## src/rtl/counter_pkg.sv

```systemverilog
// Shared types and per-nibble ripple step helpers for the up/down button counter.
// Digit vectors are sized for the widest build; callers pass the live digit count.
package counter_pkg;

  localparam int unsigned MAX_DIGITS = 8;

  typedef logic [3:0] digit_t;
  typedef digit_t [MAX_DIGITS-1:0] digit_vec_t;

  typedef enum logic [1:0] {
    IDLE,
    PRESS_CHK,
    HELD,
    REL_CHK
  } db_state_t;

  typedef struct packed {
    digit_vec_t val;
    logic       co;
  } step_t;

  function automatic int unsigned max3(input int unsigned a, input int unsigned b,
                                       input int unsigned c);
    int unsigned m;
    m = (a > b) ? a : b;
    return (m > c) ? m : c;
  endfunction

  // Carry/borrow ripples from digit 0; co is set only when every live digit rolled over.
  function automatic step_t ripple_step(input digit_vec_t d, input int unsigned n,
                                        input logic up, input digit_t top);
    step_t r;
    logic  c;
    r.val = d;
    c     = 1'b1;
    for (int unsigned i = 0; i < MAX_DIGITS; i++) begin
      if ((i < n) && c) begin
        if (up) begin
          if (d[i] == top) begin
            r.val[i] = 4'd0;
          end else begin
            r.val[i] = d[i] + 4'd1;
            c        = 1'b0;
          end
        end else begin
          if (d[i] == 4'd0) begin
            r.val[i] = top;
          end else begin
            r.val[i] = d[i] - 4'd1;
            c        = 1'b0;
          end
        end
      end
    end
    r.co = c;
    return r;
  endfunction

  function automatic step_t dec_inc(input digit_vec_t d, input int unsigned n);
    return ripple_step(d, n, 1'b1, 4'd9);
  endfunction

  function automatic step_t dec_dec(input digit_vec_t d, input int unsigned n);
    return ripple_step(d, n, 1'b0, 4'd9);
  endfunction

  function automatic step_t hex_inc(input digit_vec_t d, input int unsigned n);
    return ripple_step(d, n, 1'b1, 4'hF);
  endfunction

  function automatic step_t hex_dec(input digit_vec_t d, input int unsigned n);
    return ripple_step(d, n, 1'b0, 4'hF);
  endfunction

endpackage

```

## src/rtl/button_conditioner.sv

```systemverilog
// Raw button -> 2-flop synchroniser -> debounce FSM -> one-cycle press pulse.
// Hold-to-repeat exists only when UPDOWN_BTN_AUTO_REPEAT_EN is defined.
//
// state     | meaning
// IDLE      | released, waiting for sync high
// PRESS_CHK | sync high, counting DB_CYCLES of stability
// HELD      | press accepted; repeat timer runs here when enabled
// REL_CHK   | sync low, counting DB_CYCLES of stability before release
module button_conditioner
  import counter_pkg::*;
#(
  parameter int unsigned DB_CYCLES      = 1_000_000,
  parameter int unsigned RPT_DLY_CYCLES = 50_000_000,
  parameter int unsigned RPT_CYCLES     = 10_000_000
`ifdef UPDOWN_BTN_AUTO_REPEAT_EN
  ,
  parameter bit          REPEAT_EN      = 1'b1
`endif
) (
  input  logic clk,
  input  logic rst,
  input  logic btn_raw,
  output logic press
);

  localparam int unsigned CNT_MAX = max3(DB_CYCLES, RPT_DLY_CYCLES, RPT_CYCLES);
  localparam int unsigned CW      = (CNT_MAX > 1) ? $clog2(CNT_MAX) : 1;
  localparam logic [CW-1:0] DB_TC = CW'(DB_CYCLES - 1);

  (* ASYNC_REG = "TRUE" *) logic meta_q;
  (* ASYNC_REG = "TRUE" *) logic sync_q;
  logic meta_d, sync_d;

  db_state_t      state_q, state_d;
  logic [CW-1:0]  cnt_q, cnt_d;

  always_comb begin
    meta_d = btn_raw;
    sync_d = meta_q;
  end

  always_ff @(posedge clk or posedge rst) begin
    if (rst) begin
      meta_q <= 1'b0;
      sync_q <= 1'b0;
    end else begin
      meta_q <= meta_d;
      sync_q <= sync_d;
    end
  end

`ifdef UPDOWN_BTN_AUTO_REPEAT_EN
  localparam logic [CW-1:0] RD_TC = CW'(RPT_DLY_CYCLES - 1);
  localparam logic [CW-1:0] RP_TC = CW'(RPT_CYCLES - 1);

  // Set once the first repeat has fired; selects the shorter interval afterwards.
  logic rpt_q, rpt_d;

  always_ff @(posedge clk or posedge rst) begin
    if (rst) rpt_q <= 1'b0;
    else     rpt_q <= rpt_d;
  end
`endif

  always_ff @(posedge clk or posedge rst) begin
    if (rst) begin
      state_q <= IDLE;
      cnt_q   <= '0;
    end else begin
      state_q <= state_d;
      cnt_q   <= cnt_d;
    end
  end

  always_comb begin
    state_d = state_q;
    cnt_d   = cnt_q;
    press   = 1'b0;
`ifdef UPDOWN_BTN_AUTO_REPEAT_EN
    rpt_d   = rpt_q && (state_q == HELD) && sync_q;
`endif
    case (state_q)
      IDLE: begin
        cnt_d = '0;
        if (sync_q) state_d = PRESS_CHK;
      end
      PRESS_CHK: begin
        if (!sync_q) begin
          state_d = IDLE;
          cnt_d   = '0;
        end else if (cnt_q == DB_TC) begin
          press   = 1'b1;
          state_d = HELD;
          cnt_d   = '0;
        end else begin
          cnt_d = cnt_q + CW'(1);
        end
      end
      HELD: begin
        if (!sync_q) begin
          state_d = REL_CHK;
          cnt_d   = '0;
        end else begin
`ifdef UPDOWN_BTN_AUTO_REPEAT_EN
          if (REPEAT_EN) begin
            if (cnt_q == (rpt_q ? RP_TC : RD_TC)) begin
              press = 1'b1;
              cnt_d = '0;
              rpt_d = 1'b1;
            end else begin
              cnt_d = cnt_q + CW'(1);
            end
          end else begin
            cnt_d = '0;
          end
`else
          cnt_d = '0;
`endif
        end
      end
      REL_CHK: begin
        if (sync_q) begin
          state_d = HELD;
          cnt_d   = '0;
        end else if (cnt_q == DB_TC) begin
          state_d = IDLE;
          cnt_d   = '0;
        end else begin
          cnt_d = cnt_q + CW'(1);
        end
      end
      default: begin
        state_d = IDLE;
        cnt_d   = '0;
      end
    endcase
  end

endmodule

```

## src/rtl/updown_button_counter.sv

```systemverilog
// Multi-digit BCD/hex up/down counter fed by three debounced buttons (up, down, clear).
// Define UPDOWN_BTN_AUTO_REPEAT_EN to enable hold-to-repeat on up/down.
module updown_button_counter
  import counter_pkg::*;
#(
  parameter string       MODE           = "DEC",
  parameter int unsigned NUM_SEGMENTS   = 8,
  parameter int unsigned DB_CYCLES      = 1_000_000,
  parameter int unsigned RPT_DLY_CYCLES = 50_000_000,
  parameter int unsigned RPT_CYCLES     = 10_000_000,
  parameter int unsigned SATURATE       = 0
) (
  input  logic                         clk,
  input  logic                         rst,
  input  logic                         btn_up,
  input  logic                         btn_down,
  input  logic                         btn_clr,
  output logic [NUM_SEGMENTS-1:0][3:0] encoded,
  output logic [NUM_SEGMENTS-1:0]      decimal,
  output logic                         limit
);

  localparam bit IS_DEC = (MODE == "DEC");

  logic press_up, press_down, press_clr;

  button_conditioner #(
    .DB_CYCLES      (DB_CYCLES),
    .RPT_DLY_CYCLES (RPT_DLY_CYCLES),
    .RPT_CYCLES     (RPT_CYCLES)
`ifdef UPDOWN_BTN_AUTO_REPEAT_EN
    ,
    .REPEAT_EN      (1'b1)
`endif
  ) u_btn_up (
    .clk     (clk),
    .rst     (rst),
    .btn_raw (btn_up),
    .press   (press_up)
  );

  button_conditioner #(
    .DB_CYCLES      (DB_CYCLES),
    .RPT_DLY_CYCLES (RPT_DLY_CYCLES),
    .RPT_CYCLES     (RPT_CYCLES)
`ifdef UPDOWN_BTN_AUTO_REPEAT_EN
    ,
    .REPEAT_EN      (1'b1)
`endif
  ) u_btn_down (
    .clk     (clk),
    .rst     (rst),
    .btn_raw (btn_down),
    .press   (press_down)
  );

  // Clear never auto-repeats.
  button_conditioner #(
    .DB_CYCLES      (DB_CYCLES),
    .RPT_DLY_CYCLES (RPT_DLY_CYCLES),
    .RPT_CYCLES     (RPT_CYCLES)
`ifdef UPDOWN_BTN_AUTO_REPEAT_EN
    ,
    .REPEAT_EN      (1'b0)
`endif
  ) u_btn_clr (
    .clk     (clk),
    .rst     (rst),
    .btn_raw (btn_clr),
    .press   (press_clr)
  );

  logic [NUM_SEGMENTS-1:0][3:0] cnt_q, cnt_d;
  logic                         limit_q, limit_d;
  digit_vec_t                   cur;
  step_t                        up_s, dn_s;

  always_ff @(posedge clk or posedge rst) begin
    if (rst) begin
      cnt_q   <= '0;
      limit_q <= 1'b0;
    end else begin
      cnt_q   <= cnt_d;
      limit_q <= limit_d;
    end
  end

  always_comb begin
    cur                     = '0;
    cur[NUM_SEGMENTS-1:0]   = cnt_q;
    up_s    = IS_DEC ? dec_inc(cur, NUM_SEGMENTS) : hex_inc(cur, NUM_SEGMENTS);
    dn_s    = IS_DEC ? dec_dec(cur, NUM_SEGMENTS) : hex_dec(cur, NUM_SEGMENTS);
    cnt_d   = cnt_q;
    limit_d = 1'b0;
    if (press_clr) begin
      cnt_d = '0;
    end else if (press_up && !press_down) begin
      limit_d = up_s.co;
      if (!(up_s.co && (SATURATE != 0))) cnt_d = up_s.val[NUM_SEGMENTS-1:0];
    end else if (press_down && !press_up) begin
      limit_d = dn_s.co;
      if (!(dn_s.co && (SATURATE != 0))) cnt_d = dn_s.val[NUM_SEGMENTS-1:0];
    end
  end

  assign encoded = cnt_q;
  assign decimal = '1;
  assign limit   = limit_q;

endmodule
```

## config.mk

```make
export PLATFORM = sky130hd
export DESIGN_NAME = updown_button_counter
export DESIGN_NICKNAME = d
export VERILOG_FILES = /design/src/rtl/counter_pkg.sv /design/src/rtl/button_conditioner.sv /design/src/rtl/updown_button_counter.sv
export SDC_FILE = /design/constraint.sdc
export NUM_CORES = 1
export LEC_CHECK = 0
export ABC_AREA = 1
export BUFFER_PORTS_ARGS = -buffer_cell sky130_fd_sc_hd__buf_2
export CAP_MARGIN = 25
export CORE_MARGIN = 4
export CORE_UTILIZATION = 55
export CTS_CLUSTER_DIAMETER = 30
export DETAILED_ROUTE_END_ITERATION = 12
export GPL_TIMING_DRIVEN = 1
export PLACE_DENSITY = 0.72
export SYNTH_ARGS = -nofsm -noshare
export SYNTH_HDL_FRONTEND = slang
export SYNTH_SLANG_ARGS = --single-unit
```

## constraint.sdc

```tcl
create_clock -name clk -period 3.7 [get_ports clk]
set_input_delay 0.185 -clock clk [delete_from_list [all_inputs] [get_ports clk]]
set_output_delay 0.185 -clock clk [all_outputs]
set_load 0.02 [all_outputs]
```

==> metrics, run 1 <==
Skew-Pair Late Insertion Delay 0.42 ns; Yosys Warn Count 0; commonest non-fill, non-tap cell in the layout nand2_1; Worst VDD drop 0.340 mV; WP data required 4.04 ns; first-pass GRT wire length 30.0 mm; Synth cell types 43; DRT Pass-1 Iters 5; GRT Util Overall 22.6%; remaining routing DRC violations 0; Max-Cap Viols 0; CTS tree yes; CTS buffer count 17; CTS Buffer Depth 2; Inserted Diodes 0; Die ar. 16,000 um2; Wirelength per Cell 12.8 um; DP HPWL 12.0 mm; Root Buffer clkbuf_16; Final Wtd Congestion 0.864; RSZ-0062 raised after global routing no; largest net degree at the start of global routing 79; critical path launch point type flip-flop; I/O pin count 46; CP Capture Type flip-flop; Syn Area/Cell 7.03 um2; I/O Buffers 37; CTS clk-pin slew, worst paths 0.06 ns; #FFs+latches synth 123; die height 126 um; synthesized netlist cell count 1,098; Tcrit/Tclk final 65.6%; Post-Route Setup TNS 0 ns; fraction of layout cells with a size suffix above 1 11.7%; number of flops mapped to enable cells by yosys 0; sequential share of the synthesized area 39.9%; Primary FF master, synth dfrtp_1; Final Setup Violations 0; number of global-route vias before repair 6,656; number of vias per cell 5.17; Mapped Area 7720 um2; dpl cells 1,306; most frequent cells in the layout nand2_1 (260), nor2_1 (199), inv_1 (134), dfrtp_1 (123), nand3_1 (86); final wirelength 17.2 mm; Final Critical Period 2.43 ns; final count of hold timing violations 0; maximum clock frequency 412 MHz; asr flop ratio synth 100%; die width 126 um; Core ar. 13,800 um2; Layout Skew 0.00940 ns; max-slew violations 0; Pleak 4.38 nW; cell row count 43; Worst slew margin 58.9%; worst path arrival time 2.76 ns; Cell Pwr Density 353 nW/um2; fin util 63.0%; Starting Density 55.8%; worst-path fanout max 16; Worst-Margin Slew 0.615 ns; Clock H-tree levels 4; Via Count 6,940; CP Class reg -> reg; fin cells 1,343; GRT Residual Overflow 0; status completed; initial antenna violation count 0; Detail Route Antenna Nets 0; initial DRC count 425; count of clock tree sinks 123; fillcell total 1,260; Syn-to-layout area delta 12.8%; Hold/Removal Path Class in -> async; final net count 1,164
[kinds of logic (layout without fill, tap and decap cells)]
| group | after synthesis | in the layout | share of synthesized area (%) |
|---|---|---|---|
| muxes | 1 | 1 | 0.146 |
| DFF | 123 | 123 | 39.9 |
| adders and majority gates | 9 | 9 | 1.46 |
| AOI/OAI and AO/OA | 111 | 111 | 7.75 |
| other | 1 | 8 | 0.0486 |
| and+or+nand+nor | 656 | 656 | 38.1 |
| buffers and inverters | 160 | 218 | 8.41 |
| xor gates and xnor gates | 37 | 37 | 4.20 |
[cells in the mapped netlist, types with 3 or more instances]
library cell	instances	area (um2)
xor2_1	26	228
buf_4	8	60.1
nor2_2	12	75.1
dfrtp_1	123	3080
nor2_1	199	747
inv_1	135	507
o21a_1	6	45.0
a21oi_1	59	295
nand3_2	5	50.1
nand2_1	260	976
nand2_4	7	78.8
nor2_4	7	78.8
o21ai_0	32	160
nand3_1	86	430
inv_2	3	11.3
nor3_2	3	30.0
a31oi_1	6	37.5
nand2_2	15	93.8
ha_1	9	113
or2_2	3	18.8
clkbuf_1	8	30.0
o21ai_1	3	15.0
xnor2_1	11	96.3
nand4_1	12	75.1
nor3_1	37	185
[power breakdown]
part / internal, mW / switching (mW) / total [mW]
Sequential: 1.35 / 0.00531 / 1.36
Combinational: 0.0209 / 0.0625 / 0.0833
Clock: 0.955 / 0.674 / 1.63
[final timing paths]
path / start / to / slack [ns] / depth (start not counted)
max: u_btn_clr.cnt_q[0] / encoded[22] / 1.27 / 12
min: rst / u_btn_clr.cnt_q[18] / 0.21 / 3
max reg2reg: u_btn_clr.cnt_q[0] / encoded[22] / 1.27 / 12
min reg2reg: u_btn_clr.meta_q / u_btn_clr.sync_q / 0.35 / 0
max in group asynchronous: rst / encoded[29] / 2.55 / 5
min in group clk: u_btn_clr.meta_q / u_btn_clr.sync_q / 0.35 / 0
[layer usage]
layer  global-route usage, %  up-vias  part of all wire (%)
li1                        -     3587                     -
met1                    30.3     3176                    47
met2                    36.9      150                    46
met3                    4.42       27                   4.4
met4                    7.63        0                   1.8
met5                       0        -                     0
[worst max-delay path, stage by stage (launching register included)]
cell,delay (ns)
dfrtp_1,0.40
ha_1,0.21
nand2_1,0.10
nor2_2,0.05
nand2_1,0.12
nor2_4,0.08
nand4_4,0.23
clkinv_2,0.20
nor2_4,0.45
nand2_2,0.16
nand2_2,0.13
nor2_1,0.06
nor2_1,0.15
[per-stage QoR]
| stage | hold slack (ns) | worst slack (ns) | total power, mW | instance area, um2 |
|---|---|---|---|---|
| after floorplan | 0.216 | 0.244 | 1.45 | 7750 |
| after CTS | 0.0270 | 1.27 | 3.09 | 8670 |
| after detailed placement | 0.295 | 1.32 | 1.46 | 8070 |
| final | 0.208 | 1.27 | 3.07 | 8710 |
| after global routing | 0.225 | 1.05 | 3.17 | 8710 |
| after global placement | 0.293 | 1.41 | 1.46 | 8070 |
[layout make-up]
cell class | instances | area [um2] | area share [%]
flip-flops and latches | 123 | 3080 | 35.3
well taps | 180 | 225 | 2.59
repair buffers | 46 | 283 | 3.25
multi-input cells | 822 | 4020 | 46.1
clock inverters | 14 | 138 | 1.58
inverters | 140 | 529 | 6.07
clock buffers | 18 | 439 | 5.04
[sequential cells by signal, indices dropped and copies added (netlist names), 26 cells and up, named ones only]
register	cells
encoded	32
u_btn_clr.cnt_q	26
u_btn_down.cnt_q	26
u_btn_up.cnt_q	26
[what timing repair did]
action	4_1_cts	5_1_grt
gates resized for setup	0	0
endpoints found under the hold margin	3	28
setup buffers	0	0
endpoints found under the setup margin	0	0
hold buffers	3	1
Note: power is estimated with default switching activity, not from simulation.
==> run 2, diff against run 1 <==
--- a/config.mk
+++ b/config.mk
@@ -5,7 +5,7 @@
 export SDC_FILE = /design/constraint.sdc
 export NUM_CORES = 1
 export LEC_CHECK = 0
-export ABC_AREA = 1
+export ABC_AREA = 0
 export BUFFER_PORTS_ARGS = -buffer_cell sky130_fd_sc_hd__buf_2
 export CAP_MARGIN = 25
 export CORE_MARGIN = 4
==> constraint.sdc (replaced) <==
create_clock -name clk -period 2.4 [get_ports clk]
set_input_delay 0.12 -clock clk [delete_from_list [all_inputs] [get_ports clk]]
set_output_delay 0.12 -clock clk [all_outputs]
set_load 0.02 [all_outputs]
==> run 2 against run 1 <==
  * The flow now finishes with violations (negative setup slack)
  * Highest routed layer unchanged
  * Sequential share of layout area shrank 3.7 points
  * Clock skew shrank 0.0010 ns
  * Synthesized area shrank 5.8%
  * Power grew 56%
  * Design area grew 12%
  * Worst hold slack gained 0.12 ns
  * Core utilization grew 13 points
  * Register-to-register slack lost 1.6 ns
  * Non-clock buffer count grew 145
  * Setup slack lost 1.6 ns
  * Critical endpoint is now encoded[15]
  * Clock-buffer cell count grew 3
==> metrics, run 2 <==
commonest non-fill, non-tap cell in the layout buf_4; Clock H-tree levels 4; final wirelength 19.6 mm; worst-path fanout max 5; CTS tree yes; WP data required 2.75 ns; asr flop ratio synth 100%; setup ws final -0.318 ns; number of global-route vias before repair 6,614; cell row count 41; CTS clk-pin slew, worst paths 0.05 ns; number of flip-flops in the largest register 32; Via Count 6,857; Die ar. 15,100 um2; remaining routing DRC violations 0; slowest CP cell or4_4; maximum clock frequency 368 MHz; Worst slew margin 54.8%; CP Capture Type flip-flop; Worst-Margin Slew 0.678 ns; top-count cell post-synth nor2_1; final count of hold timing violations 0; #FFs+latches synth 123; I/O Buffers 37; fin cells 1,180; Syn-to-layout area delta 33.7%; number of flops mapped to enable cells by yosys 0; Yosys Warn Count 0; Final Wtd Congestion 0.891; initial DRC count 700; Worst VDD drop 0.526 mV; Pleak 4.28 nW; count of clock tree sinks 123; DP HPWL 12.5 mm; DRT Pass-1 Iters 5; CTS Buffer Depth 2; GRT Util Overall 26.3%; largest net degree at the start of global routing 124; CTS buffer count 17; dpl cells 1,126; Skew-Pair Late Insertion Delay 0.42 ns; worst path arrival time 3.07 ns; Inserted Diodes 0; RSZ-0062 raised after global routing yes; initial antenna violation count 0; fraction of layout cells with a size suffix above 1 29.2%; die width 123 um; Wirelength per Cell 16.6 um; most frequent cells in the layout buf_4 (130), nor2_1 (127), dfrtp_1 (121), nand2_1 (58), xor2_1 (46); I/O pin count 46; Largest stage delay, worst path 0.61 ns; Tcrit/Tclk final 113%; CP Class reg -> reg; most used cell, CP or4_4; share of Yosys cell area claimed by the top area cell type 42.3%; Hold Slack 0.333 ns; Post-Route Setup TNS -5.52 ns; Area contributors post-synth dfrtp_1 (42%), nor2_1 (6.9%), xor2_1 (5.5%); number of vias per cell 5.81; Root Buffer clkbuf_16; Syn Area/Cell 8.82 um2; Yosys top cell by area dfrtp_1; GRT Residual Overflow 0; critical path launch point type flip-flop; synthesized netlist cell count 825; max-slew violations 0; Core ar. 12,800 um2; sequential share of the synthesized area 42.3%; Mapped Area 7280 um2; Layout Skew 0.00835 ns; failing checks negative setup slack; Detail Route Antenna Nets 0; Primary FF master, synth dfrtp_1; Synth cell types 75; status finished with violations; worst-path cell chain or4_4 > or4_4 > o211ai_4 > buf_12 > nand2_1 > mux2_2 > o31a_1 > nor2_1; top post-synthesis cells by count nor2_1 (133), dfrtp_1 (123), nand2_1 (60), xor2_1 (46), nand3_1 (42); die height 123 um; Cell Pwr Density 491 nW/um2; first-pass GRT wire length 31.9 mm; Hold/Removal Path Class in -> reg; Final Setup Violations 30; Final Critical Period 2.72 ns; Max-Cap Viols 0; Starting Density 57.0%; final net count 1,010
[run 2: cell types whose count changed in the layout (fill, tap and decap cells not counted), sizes merged, moves of 13 or more]
cell	before	now
nand3	91	42
nor2	219	133
nand2	282	60
xnor2	11	30
nor3	40	27
nand4	14	30
a21oi	59	33
and4	0	13
buf	42	185
or3	0	19
and3	1	18
nor4	1	21
inv	143	25
xor2	26	46
[run 2: cells by family (layout without fill, tap and decap cells)]
group	count (synthesis)	after routing	synth area share, %
simple gates	417	417	30.2
flops	123	123	42.3
compound gates	118	118	11.0
xor+xnor	76	76	9.15
buf+inv	70	246	4.18
mux	11	11	1.60
fa+ha+maj	9	9	1.55
other cells	1	8	0.0515
[run 2: layout make-up]
class,instances,area (um2)
clock buffer,21,470
timing repair buffer,191,1490
inverter,24,93.8
sequential,123,3080
multi-input combinational,639,4260
fill,878,3050
tap,172,215
clock inverter,10,115
[run 2: final timing paths]
kind                                      endpoint  cells after the start  slack [ns]                 start
worst max register to register         encoded[15]                      8       -0.32  u_btn_down.cnt_q[20]
worst min register to register     u_btn_up.sync_q                      0        0.35       u_btn_up.meta_q
worst min-delay path               u_btn_up.meta_q                      2        0.33                btn_up
max in group asynchronous               encoded[2]                      4        1.42                   rst
worst max-delay path                   encoded[15]                      8       -0.32  u_btn_down.cnt_q[20]
min in group asynchronous       u_btn_clr.cnt_q[6]                      4        0.44                   rst
[run 2: layer usage]
metal / routed length (um) / track usage (%)
met1: 8270 / 33.0
met3: 1030 / 5.99
met5: 0 / 0
met4: 498 / 9.76
met2: 9800 / 44.7
[run 2: through the flow]
stage | setup WS [ns] | cell area [um2] | utilization, % | power [mW]
floorplan | -0.157 | 7380 | - | 2.22
detailed placement | -0.265 | 8570 | 67.1 | 2.25
CTS | -0.252 | 9490 | 74.3 | 4.81
finish | -0.318 | 9730 | 76.2 | 4.78
global route | -0.407 | 9730 | 76.2 | 4.92
global placement | -0.208 | 8570 | 67.1 | 2.25
[run 2: timing repair]
item | in CTS | in global routing
setup endpoints to repair | 32 | 33
hold buffers | 4 | 0
pin swaps | 21 | 18
resized for setup | 54 | 28
setup buffers | 9 | 9
gates cloned | 1 | 2
hold endpoints to repair | 126 | 0
[run 2: critical path: cells and delay by family, from the launching register on]
| family | cells | cell delay, ns |
|---|---|---|
| AND/OR/NAND/NOR | 4 | 1.34 |
| AO/OA/AOI/OAI | 2 | 0.49 |
| flip-flops | 1 | 0.38 |
| multiplexers | 1 | 0.27 |
| buffers and inverters | 1 | 0.16 |
[run 2: where the power goes]
group / switching, mW / internal [mW]
clock network: 0.955 / 1.60
registers: 0.00942 / 2.09
logic: 0.0886 / 0.0329
